[src/rtl/fp32_pow2n_seq.sv]
// fp32_pow2n_seq: computes x^(2^n) for IEEE-754 single precision by feeding
// a one-squaring-per-cycle datapath back into itself n times.
// Squaring truncates the mantissa, always yields a positive result, and
// flushes zero/denormal operands to zero. Exponent overflow or underflow
// on any squaring, or an inf/NaN operand, ends the operation early with err.
module fp32_pow2n_seq #(
  parameter int N_W = 5
) (
  input  logic           clk,
  input  logic           rst,
  input  logic           in_valid,
  output logic           in_ready,
  input  logic [31:0]    x,
  input  logic [N_W-1:0] n,
  output logic           out_valid,
  input  logic           out_ready,
  output logic [31:0]    res,
  output logic           err,
  output logic           busy
);

  typedef enum logic [1:0] {IDLE, CALC, DONE} state_t;

  state_t         r_state;
  logic [31:0]    r_acc;
  logic [N_W-1:0] r_cnt;
  logic [31:0]    r_res;
  logic           r_err;
  logic           r_out_valid;

  logic [23:0]        w_sig;
  logic [47:0]        w_m;
  logic               w_c;
  logic [22:0]        w_mant;
  logic signed [9:0]  w_e;
  logic               w_ovf;
  logic [31:0]        w_sq;
  logic               w_unused;

  // Squaring datapath on the accumulator; the product's top bit selects
  // the normalisation shift and bumps the exponent.
  assign w_sig  = {1'b1, r_acc[22:0]};
  assign w_m    = 48'(w_sig) * 48'(w_sig);
  assign w_c    = w_m[47];
  assign w_mant = w_c ? w_m[46:24] : w_m[45:23];
  assign w_e    = $signed({1'b0, r_acc[30:23], 1'b0}) - 10'sd127
                + $signed({9'd0, w_c});
  assign w_ovf  = (w_e > 10'sd254) || (w_e < 10'sd1);
  assign w_sq   = {1'b0, w_e[7:0], w_mant};

  // Truncated product bits and the accumulator sign never reach a result.
  assign w_unused = ^{w_m[22:0], r_acc[31]};

  assign in_ready  = (r_state == IDLE);
  assign busy      = (r_state != IDLE);
  assign out_valid = r_out_valid;
  assign res       = r_res;
  assign err       = r_err;

  // Control FSM: accept in IDLE, square once per cycle in CALC, hold the
  // result in DONE until the consumer takes it.
  always_ff @(posedge clk or posedge rst) begin
    if (rst) begin
      r_state     <= IDLE;
      r_acc       <= '0;
      r_cnt       <= '0;
      r_res       <= '0;
      r_err       <= 1'b0;
      r_out_valid <= 1'b0;
    end else begin
      case (r_state)
        IDLE: begin
          if (in_valid) begin
            if (n == '0) begin
              // Zero squarings: pass the operand through untouched.
              r_res       <= x;
              r_err       <= 1'b0;
              r_out_valid <= 1'b1;
              r_state     <= DONE;
            end else if (x[30:23] == 8'd0) begin
              r_res       <= '0;
              r_err       <= 1'b0;
              r_out_valid <= 1'b1;
              r_state     <= DONE;
            end else if (x[30:23] == 8'hFF) begin
              r_res       <= '0;
              r_err       <= 1'b1;
              r_out_valid <= 1'b1;
              r_state     <= DONE;
            end else begin
              r_acc   <= x;
              r_cnt   <= n;
              r_state <= CALC;
            end
          end
        end
        CALC: begin
          if (w_ovf) begin
            r_res       <= '0;
            r_err       <= 1'b1;
            r_out_valid <= 1'b1;
            r_state     <= DONE;
          end else begin
            r_acc <= w_sq;
            r_cnt <= r_cnt - N_W'(1);
            // Exit on the last squaring so the counter never wraps.
            if (r_cnt == N_W'(1)) begin
              r_res       <= w_sq;
              r_err       <= 1'b0;
              r_out_valid <= 1'b1;
              r_state     <= DONE;
            end
          end
        end
        DONE: begin
          if (out_ready) begin
            r_out_valid <= 1'b0;
            r_state     <= IDLE;
          end
        end
        default: r_state <= IDLE;
      endcase
    end
  end

endmodule

[config.mk]
export PLATFORM = sky130hd
export DESIGN_NAME = fp32_pow2n_seq
export DESIGN_NICKNAME = d
export VERILOG_FILES = /design/src/rtl/fp32_pow2n_seq.sv
export SDC_FILE = /design/constraint.sdc
export NUM_CORES = 1
export LEC_CHECK = 0
export ABC_AREA = 1
export CAP_MARGIN = 30
export CORE_MARGIN = 1
export CORE_UTILIZATION = 61
export CTS_BUF_LIST = sky130_fd_sc_hd__clkbuf_16
export DETAILED_ROUTE_END_ITERATION = 8
export GPL_TIMING_DRIVEN = 0
export PLACE_DENSITY = 0.8
export SYNTH_ARGS = -nofsm -noshare
export SYNTH_HDL_FRONTEND = slang
export SYNTH_SLANG_ARGS = --single-unit
[constraint.sdc]
create_clock -name clk -period 19.4 [get_ports clk]
set_input_delay 1.94 -clock clk [delete_from_list [all_inputs] [get_ports clk]]
set_output_delay 1.94 -clock clk [all_outputs]
set_load 0.01 [all_outputs]
==> results of run 1 <==
routing by layer:
metal | track usage | vias up
li1 | - | 8071
met1 | 0.504 | 8963
met2 | 0.632 | 934
met3 | 0.0611 | 165
met4 | 0.164 | 2
met5 | 0 | -
cell families after synthesis:
family                     after synthesis  synth area share
AOI/OAI and AO/OA                      173            0.0447
xor gates and xnor gates                33            0.0137
adders and majority gates              607             0.509
and+or+nand+nor                        964             0.191
buffers and inverters                  865             0.156
DFF                                     72            0.0852
flip-flops by register name (all words and copies together) (netlist names):
register and count:
res 32, r_state 2, r_acc 31, out_valid 1, r_cnt 5, err 1
cell usage after synthesis:
library cell  number  area share
a211oi_1           1     0.00036
a21boi_0           1     0.00036
a21o_1             6      0.0021
a21oi_1           84       0.020
a21oi_4            1     0.00077
a31oi_1            5      0.0015
and2_1             1     0.00030
and3_1             1     0.00030
buf_2              8      0.0019
buf_4              5      0.0018
buf_6              4      0.0021
clkbuf_1          67       0.012
dfrtp_1           72       0.085
fa_1             423        0.40
ha_1             184        0.11
inv_1            772        0.14
inv_2              9      0.0016
nand2_1          688        0.12
nand2_2            4      0.0012
nand2_4            4      0.0021
nand3_1           83       0.020
nand3_2            2     0.00095
nand3_4            1     0.00083
nand3b_1          23      0.0082
nand4_1           34       0.010
nand4_2            1     0.00059
nor2_1            94       0.017
nor2_2             7      0.0021
nor3_1             7      0.0017
nor3b_1            1     0.00036
nor4_1             5      0.0015
nor4b_1            1     0.00041
o211a_1            1     0.00047
o21a_1             2     0.00071
o21ai_0           58       0.014
o21bai_1          11      0.0039
o22ai_1            2     0.00059
o31ai_1            1     0.00036
or2_2              7      0.0021
xnor2_1           13      0.0054
xor2_1            20      0.0083
final timing paths:
path	from	endpoint	cells after the start
worst max-delay path	r_acc[8]	r_acc[2]	43
min in group asynchronous	rst	res[22]	2
max in group asynchronous	rst	r_cnt[0]	2
worst max register to register	r_acc[8]	r_acc[2]	43
worst min-delay path	res[26]	res[26]	2
worst min register to register	res[26]	res[26]	2
metrics by stage:
stage                     hold WS [ps]  cells  area, µm²
after floorplan                    458   2714      21200
after global placement             463   3238      22500
after detailed placement           464   3241      22500
after CTS                          483   3257      22800
after global routing               505   3260      22900
final                              482   3261      22900
placed cells by master, fill, tap and decap left out, types with 58 or more instances in the layout:
cell / count
inv_1: 772
nand2_1: 688
fa_1: 423
ha_1: 184
nor2_1: 94
a21oi_1: 84
nand3_1: 83
clkdlybuf4s50_1: 76
dfrtp_1: 72
clkbuf_1: 67
o21ai_0: 58
worst max-delay path, delay by kind of cell, from the launching register on:
family,cells,cell delay [ps]
fa+ha+maj,9,4120
simple gates,20,2460
buf+inv,13,2120
flops,1,700
compound gates,1,140
layout make-up:
| type | count | area, µm² |
|---|---|---|
| fillers | 2775 | 10900 |
| flip-flops and latches | 72 | 1800 |
| clock buffers | 9 | 225 |
| repair buffers | 82 | 836 |
| clock inverters | 7 | 93.8 |
| diodes | 1 | 2.50 |
| inverters | 781 | 2930 |
| well taps | 448 | 561 |
| plain buffers | 84 | 374 |
| multi-input cells | 1777 | 16000 |
==> impl_results.md, run 1 <==
- CTS clock-pin slew for the worst setup and hold paths: 60 ps
- Unique masters post-synth: 41
- Die H: 188 µm
- Total Routing Usage GR: 0.383
- Drt wl/cell: 19.9 µm
- Fin. Hold Viols: 0
- CTS tree: yes
- Clock sinks: 72
- CP Launch Type: flip-flop
- Placeable Area: 0.0338 mm²
- Synth-to-Final Area Change: 8.13%
- Max transition margin: 0.274
- Final RePlAce weighted congestion: 0.987
- Crit Path Max Fanout: 12
- Maximum clock rate: 103 MHz
- Top Layer Used: met5
- CP max stage delay: 800 ps
- Ports: 77
- Grt ovf: 0
- Worst Path Arrival: 9930 ps
- Setup ws final: 9700 ps
- Clock latency on the worst-skew pair: 350 ps
- WL met2: 30.8 mm
- Final Cycle Share: 0.500
- R2r setup slk: 9700 ps
- Drt first pass iters: 5
- Layout Utilization: 0.677
- Routed vias/inst: 5.56
- Setup TNS: 0 ps
- Worst path required time: 19630 ps
- Yosys warns: 0
- RSZ-0062 raised after global routing: false
- Violation count after the first detailed-route iteration: 1839
- H-tree depth: 3
- Status: complete, no violations
- CP endpoint kind: flip-flop
- Die W: 188 µm
- Post-CTS Setup Inserts: 0
- Largest net degree at the start of global routing: 73
- Number of global-route vias before repair: 18825
- Most used cell, CP: inv_1
- Layout cells sized above 1: 0.0267
- Root buf cell: clkbuf_16
- Syn_area_per_cell: 7.79 µm²
- Slowest-stage cell, CP: clkbuf_1
- # setup viols final: 0
- Remaining DRCs: 0
- Seq/Total Area, Yosys: 0.0852
- Final Critical Period: 9700 ps
- Initial antenna violation count: 2
- Nets: 3455
- Critical path class: flip-flop to flip-flop
- Pre-CTS WS: 9810 ps
- Pins Over Slew Limit: 0
- Detail Route met3 WL: 6.06 mm
- Die area: 0.0354 mm²
- Yosys reg bits: 72
- Detailed Route WL: 64.9 mm
- # rows: 67
- Post_cts resized: 0
- Clock buffer count from CTS: 9
- Max-Cap Viols: 0
- Synthesized area: 0.0212 mm²
- HP Class: flip-flop to flip-flop
- Metal-1 WL: 25.1 mm
- Initial Util: 0.626
- Cell count after synthesis: 2714
- Via count: 18135
- Post-DP HPWL: 53.8 mm
- Slew @ Worst Pin: 1090 ps
- Syn Nets: 3362
- Hold Buf Count CTS: 0
- Clock skew: 7.67 ps
- DRT antenna net count: 0
- Port bufs: 76
- Clock Tree Buf Depth: 2
- First-pass GRT wire length: 103 mm
Power of run 1 is left out: the tool's default activity adds up to more than one toggle a clock period on the data nets, which glitch-free logic cannot reach.
==> run 2, diff against run 1 <==
- CORE_UTILIZATION: 61 -> 59
- clock period: 19.4 -> 8.3 ns (I/O delays scaled with it)
==> impl_results.md, run 2 (synthesized netlist as in run 1, its figures left out) <==
- Status: complete, no violations (unchanged)
- Routed vias/inst: 5.53 (was 5.56)
- Largest net degree at the start of global routing: 73 (unchanged)
- Grt ovf: 0 (unchanged)
- Ports: 77 (unchanged)
- Number of global-route vias before repair: 19247 (was 18825)
- Clock sinks: 72 (unchanged)
- Most common cell after layout, fill and taps aside: inv_1 (unchanged)
- Fin. Hold Viols: 0 (unchanged)
- First-pass GRT wire length: 104 mm (was 103 mm)
- Maximum clock rate: 124 MHz (was 103 MHz)
- Placeable Area: 0.0349 mm² (was 0.0338 mm²)
- N_diodes: 0 (was 1)
- Via count: 18567 (was 18135)
- Clock latency on the worst-skew pair: 340 ps (was 350 ps)
- Die W: 191 µm (was 188 µm)
- Port bufs: 76 (unchanged)
- Drt first pass iters: 6 (was 5)
- Detailed Route WL: 68.1 mm (was 64.9 mm)
- Worst path required time: 8510 ps (was 19630 ps)
- DRT antenna net count: 0 (unchanged)
- Hold Buf Count CTS: 0 (unchanged)
- CTS clock-pin slew for the worst setup and hold paths: 60 ps (about the same)
- Final Cycle Share: 0.973 (was 0.500)
- Pins Over Slew Limit: 0 (unchanged)
- Clock buffer count from CTS: 9 (unchanged)
- Clock Tree Buf Depth: 2 (unchanged)
- CP max stage delay: 550 ps (was 800 ps)
- Initial Util: 0.606 (was 0.626)
- HP Class: flip-flop to flip-flop (unchanged)
- Worst Path Arrival: 8280 ps (was 9930 ps)
- # setup viols final: 0 (unchanged)
- Initial antenna violation count: 0 (was 2)
- Remaining DRCs: 0 (unchanged)
- Drt wl/cell: 20.3 µm (was 19.9 µm)
- Max transition margin: 0.317 (was 0.274)
- Critical path's top delay family: adder cells (unchanged)
- Die area: 0.0366 mm² (was 0.0354 mm²)
- Total Routing Usage GR: 0.380 (was 0.383)
- CTS tree: yes (unchanged)
- Most used cell, CP: fa_1 (was inv_1)
- Max-Cap Viols: 0 (unchanged)
- Die H: 191 µm (was 188 µm)
- Placed Instance Area: 0.0225 mm² (about the same)
- CP Launch Type: flip-flop (unchanged)
- H-tree depth: 3 (unchanged)
- Root buf cell: clkbuf_16 (unchanged)
- Layout cells sized above 1: 0.111 (was 0.0267)
- Buf+Inv Stages, Crit Path: 10 (was 13)
- Slowest-stage cell, CP: fa_1 (was clkbuf_1)
- Nets: 3548 (was 3455)
- Largest register FFs: 32 (unchanged)
- Final RePlAce weighted congestion: 1.02 (was 0.987)
- Clock skew: 9.24 ps (was 7.67 ps)
- Final Critical Period: 8070 ps (was 9700 ps)
- Synth-to-Final Area Change: 16.7% (was 8.13%)
- CP endpoint kind: flip-flop (unchanged)
- Post-DP HPWL: 54.0 mm (was 53.8 mm)
- Final instance area: 0.0247 mm² (was 0.0229 mm²)
- Slew @ Worst Pin: 1020 ps (was 1090 ps)
- Most frequent cells in the layout: 757 x inv_1, 653 x nand2_1, 415 x fa_1 (was 772 x inv_1, 688 x nand2_1, 423 x fa_1)
- # rows: 68 (was 67)
- Violation count after the first detailed-route iteration: 1758 (was 1839)
- Crit Path Max Fanout: 10 (was 12)
- Critical path class: flip-flop to flip-flop (unchanged)
run 2: layout make-up:
cell class / instances / area (µm²)
well taps: 455 / 569
plain buffers: 82 / 863
fillers: 2711 / 10200
repair buffers: 177 / 1680
multi-input cells: 1777 / 16500
clock inverters: 6 / 85.1
clock buffers: 9 / 225
inverters: 781 / 2940
flip-flops and latches: 72 / 1850
run 2: worst paths after layout:
path	from	to	slack (ps)	cells after the start
worst min-delay path	res[27]	res[27]	480	2
worst min register to register	res[27]	res[27]	480	2
worst max-delay path	r_acc[4]	r_acc[21]	230	37
min in group asynchronous	rst	r_acc[16]	1030	2
worst max register to register	r_acc[4]	r_acc[21]	230	37
max in group asynchronous	rst	r_acc[7]	6570	2
run 2: repair_timing:
| action | in CTS | in global routing |
|---|---|---|
| buffers inserted | 31 | 64 |
| setup endpoints to repair | 72 | 72 |
| pin swaps | 2 | 73 |
| resized for setup | 146 | 197 |
| cloned | 0 | 2 |
run 2: stage by stage:
| stage | utilization | setup WS [ps] | TNS, ps | hold slack (ps) | instances |
|---|---|---|---|---|---|
| after floorplan | - | 571 | 0 | 458 | 2714 |
| after global placement | 0.644 | -1150 | -72550 | 463 | 3245 |
| after detailed placement | 0.646 | -1190 | -75160 | 465 | 3249 |
| after CTS | 0.672 | 6.08 | 0 | 486 | 3293 |
| after global routing | 0.707 | -99.5 | -2110 | 497 | 3359 |
| final | 0.707 | 228 | 0 | 479 | 3359 |
run 2: routing by layer:
layer	GRT usage	wire (µm)	vias to the layer above
met1	0.484	25500	9076
met2	0.633	31900	977
met3	0.0674	6520	257
met4	0.174	4160	0
met5	0	0	-
li1	-	-	8257
run 2: worst register-to-register path: cells and delay by family (launching register included):
family / cells / cell delay (ps)
simple gates: 18 / 2240
flops: 1 / 450
buf+inv: 10 / 1130
fa+ha+maj: 9 / 4090
Power of run 2 is left out for the same reason.
==> run 3, diff against run 2 <==
- CORE_UTILIZATION: 59 -> 61
- TNS_END_PERCENT: default -> 10
- clock period: 8.3 -> 10.2 ns (I/O delays scaled with it)
==> impl_results.md, run 3 (synthesized netlist as in run 1, its figures left out) <==
- Post_cts resized: 0 (was 146)
- Clock latency on the worst-skew pair: 350 ps (was 340 ps)
- First-pass GRT wire length: 103 mm (was 104 mm)
- HP Class: flip-flop to flip-flop (unchanged)
- Crit path from: r_acc[16] (was r_acc[4])
- Final Critical Period: 9680 ps (was 8070 ps)
- RSZ-0062 raised after global routing: false
- Fin. Hold Viols: 0 (unchanged)
- Hold Buf Count CTS: 0 (unchanged)
- Placeable Area: 0.0338 mm² (was 0.0349 mm²)
- Root buf cell: clkbuf_16 (unchanged)
- Buf+Inv Stages, Crit Path: 9 (was 10)
- Worst Path Arrival: 9960 ps (was 8280 ps)
- Detail Route met3 WL: 5.87 mm (was 6.52 mm)
- Synth-to-Final Area Change: 8.14% (was 16.7%)
- CTS tree: yes (unchanged)
- CP max stage delay: 890 ps (was 550 ps)
- CP Launch Type: flip-flop (unchanged)
- Post-DP HPWL: 53.8 mm (was 54.0 mm)
- H-tree depth: 3 (unchanged)
- Most used cell, CP: nand2_1 (was fa_1)
- Final Cycle Share: 0.949 (was 0.973)
- Violation count after the first detailed-route iteration: 1849 (was 1758)
- Number of global-route vias before repair: 18825 (was 19247)
- Nets: 3455 (was 3548)
- Worst path required time: 10480 ps (was 8510 ps)
- Max-Cap Viols: 0 (unchanged)
- Final RePlAce weighted congestion: 0.987 (was 1.02)
- Clock skew: 8.21 ps (was 9.24 ps)
- Slew @ Worst Pin: 1090 ps (was 1020 ps)
- CTS clock-pin slew for the worst setup and hold paths: 60 ps (about the same)
- Total Routing Usage GR: 0.383 (was 0.380)
- Placed insts: 3241 (was 3249)
- Pins Over Slew Limit: 0 (unchanged)
- Clock Tree Buf Depth: 2 (unchanged)
- # rows: 67 (was 68)
- Largest net degree at the start of global routing: 73 (unchanged)
- CP endpoint kind: flip-flop (unchanged)
- Drt first pass iters: 6 (unchanged)
- Layout Utilization: 0.677 (was 0.707)
- Routed vias/inst: 5.56 (was 5.53)
- Critical path depth: 41 (was 37)
- Clock sinks: 72 (unchanged)
- Detailed Route WL: 64.9 mm (was 68.1 mm)
- Critical path's top delay family: adder cells (unchanged)
- Cell Count, Final, Fillers Out: 3261 (was 3359)
- Placed Instance Area: 0.0225 mm² (about the same)
- Layout cells sized above 1: 0.0270 (was 0.111)
- Filler Cell Count: 2775 (was 2711)
- Remaining DRCs: 0 (unchanged)
- Max transition margin: 0.273 (was 0.317)
- Port bufs: 76 (unchanged)
- Ports: 77 (unchanged)
- R2r setup slk: 520 ps (was 230 ps)
- R2R depth: 41 (was 37)
- R2R Path Start: r_acc[16] (was r_acc[4])
- Status: complete, no violations (unchanged)
- Die W: 188 µm (was 191 µm)
- Critical path class: flip-flop to flip-flop (unchanged)
- Clock buffer count from CTS: 9 (unchanged)
- Maximum clock rate: 103 MHz (was 124 MHz)
- Slowest-stage cell, CP: dfrtp_1 (was fa_1)
- Grt ovf: 0 (unchanged)
- Initial antenna violation count: 2 (was 0)
- WL met2: 30.7 mm (was 31.9 mm)
- FF-to-FF End: r_acc[20] (was r_acc[21])
- Critical path endpoint: r_acc[20] (was r_acc[21])
- Final instance area: 0.0229 mm² (was 0.0247 mm²)
- Top Layer Used: met5 (was met4)
- Initial Util: 0.626 (was 0.606)
- # setup viols final: 0 (unchanged)
- Most frequent cells in the layout: 772 x inv_1, 688 x nand2_1, 423 x fa_1 (was 757 x inv_1, 653 x nand2_1, 415 x fa_1)
- Largest register FFs: 32 (unchanged)
- Die area: 0.0354 mm² (was 0.0366 mm²)
- Die H: 188 µm (was 191 µm)
- Most common cell after layout, fill and taps aside: inv_1 (unchanged)
- Hold-critical path depth: 2 (unchanged)
- Setup TNS: 0 ps (unchanged)
- Drt wl/cell: 19.9 µm (was 20.3 µm)
- Post-CTS Setup Inserts: 0 (was 31)
- Metal-1 WL: 25.3 mm (was 25.5 mm)
- Crit Path Max Fanout: 12 (was 10)
- Via count: 18121 (was 18567)
- DRT antenna net count: 0 (unchanged)
==> run 3: how the worst min path moves through the flow <==
stage,from,end
global route,res[29],res[29]
global placement,out_valid,out_valid
floorplan,r_acc[26],r_acc[26]
finish,res[26],res[26]
CTS,res[26],res[26]
detailed placement,res[15],res[15]
==> run 3: metrics by stage <==
step / hold WS (ps) / setup slack [ps]
floorplan: 458 / 2470
global placement: 463 / 803
detailed placement: 464 / 608
CTS: 483 / 559
global route: 505 / 79.9
finish: 482 / 523
==> run 3: final cells by class <==
class / count / area, µm² / area share
clock inverter: 7 / 93.8 / 0.00410
clock buffer: 9 / 225 / 0.00985
antenna: 1 / 2.50 / 0.000109
buffer: 84 / 375 / 0.0164
sequential: 72 / 1800 / 0.0788
multi-input combinational: 1777 / 16000 / 0.701
tap: 448 / 561 / 0.0245
timing repair buffer: 82 / 836 / 0.0365
inverter: 781 / 2930 / 0.128
==> run 3: worst register-to-register path: cells and delay by family (launching register included) <==
family	cells	cell delay, ps
AND/OR/NAND/NOR	22	2750
AO/OA/AOI/OAI	1	140
flip-flops	1	890
buffers and inverters	9	1630
adder cells (fa/ha/maj)	9	4220
==> run 3: layer usage <==
layer,GRT usage,up-vias
met2,0.632,906
met5,0,-
met4,0.164,2
met1,0.504,8967
li1,-,8067
met3,0.0611,179
Power of run 3 is left out for the same reason.
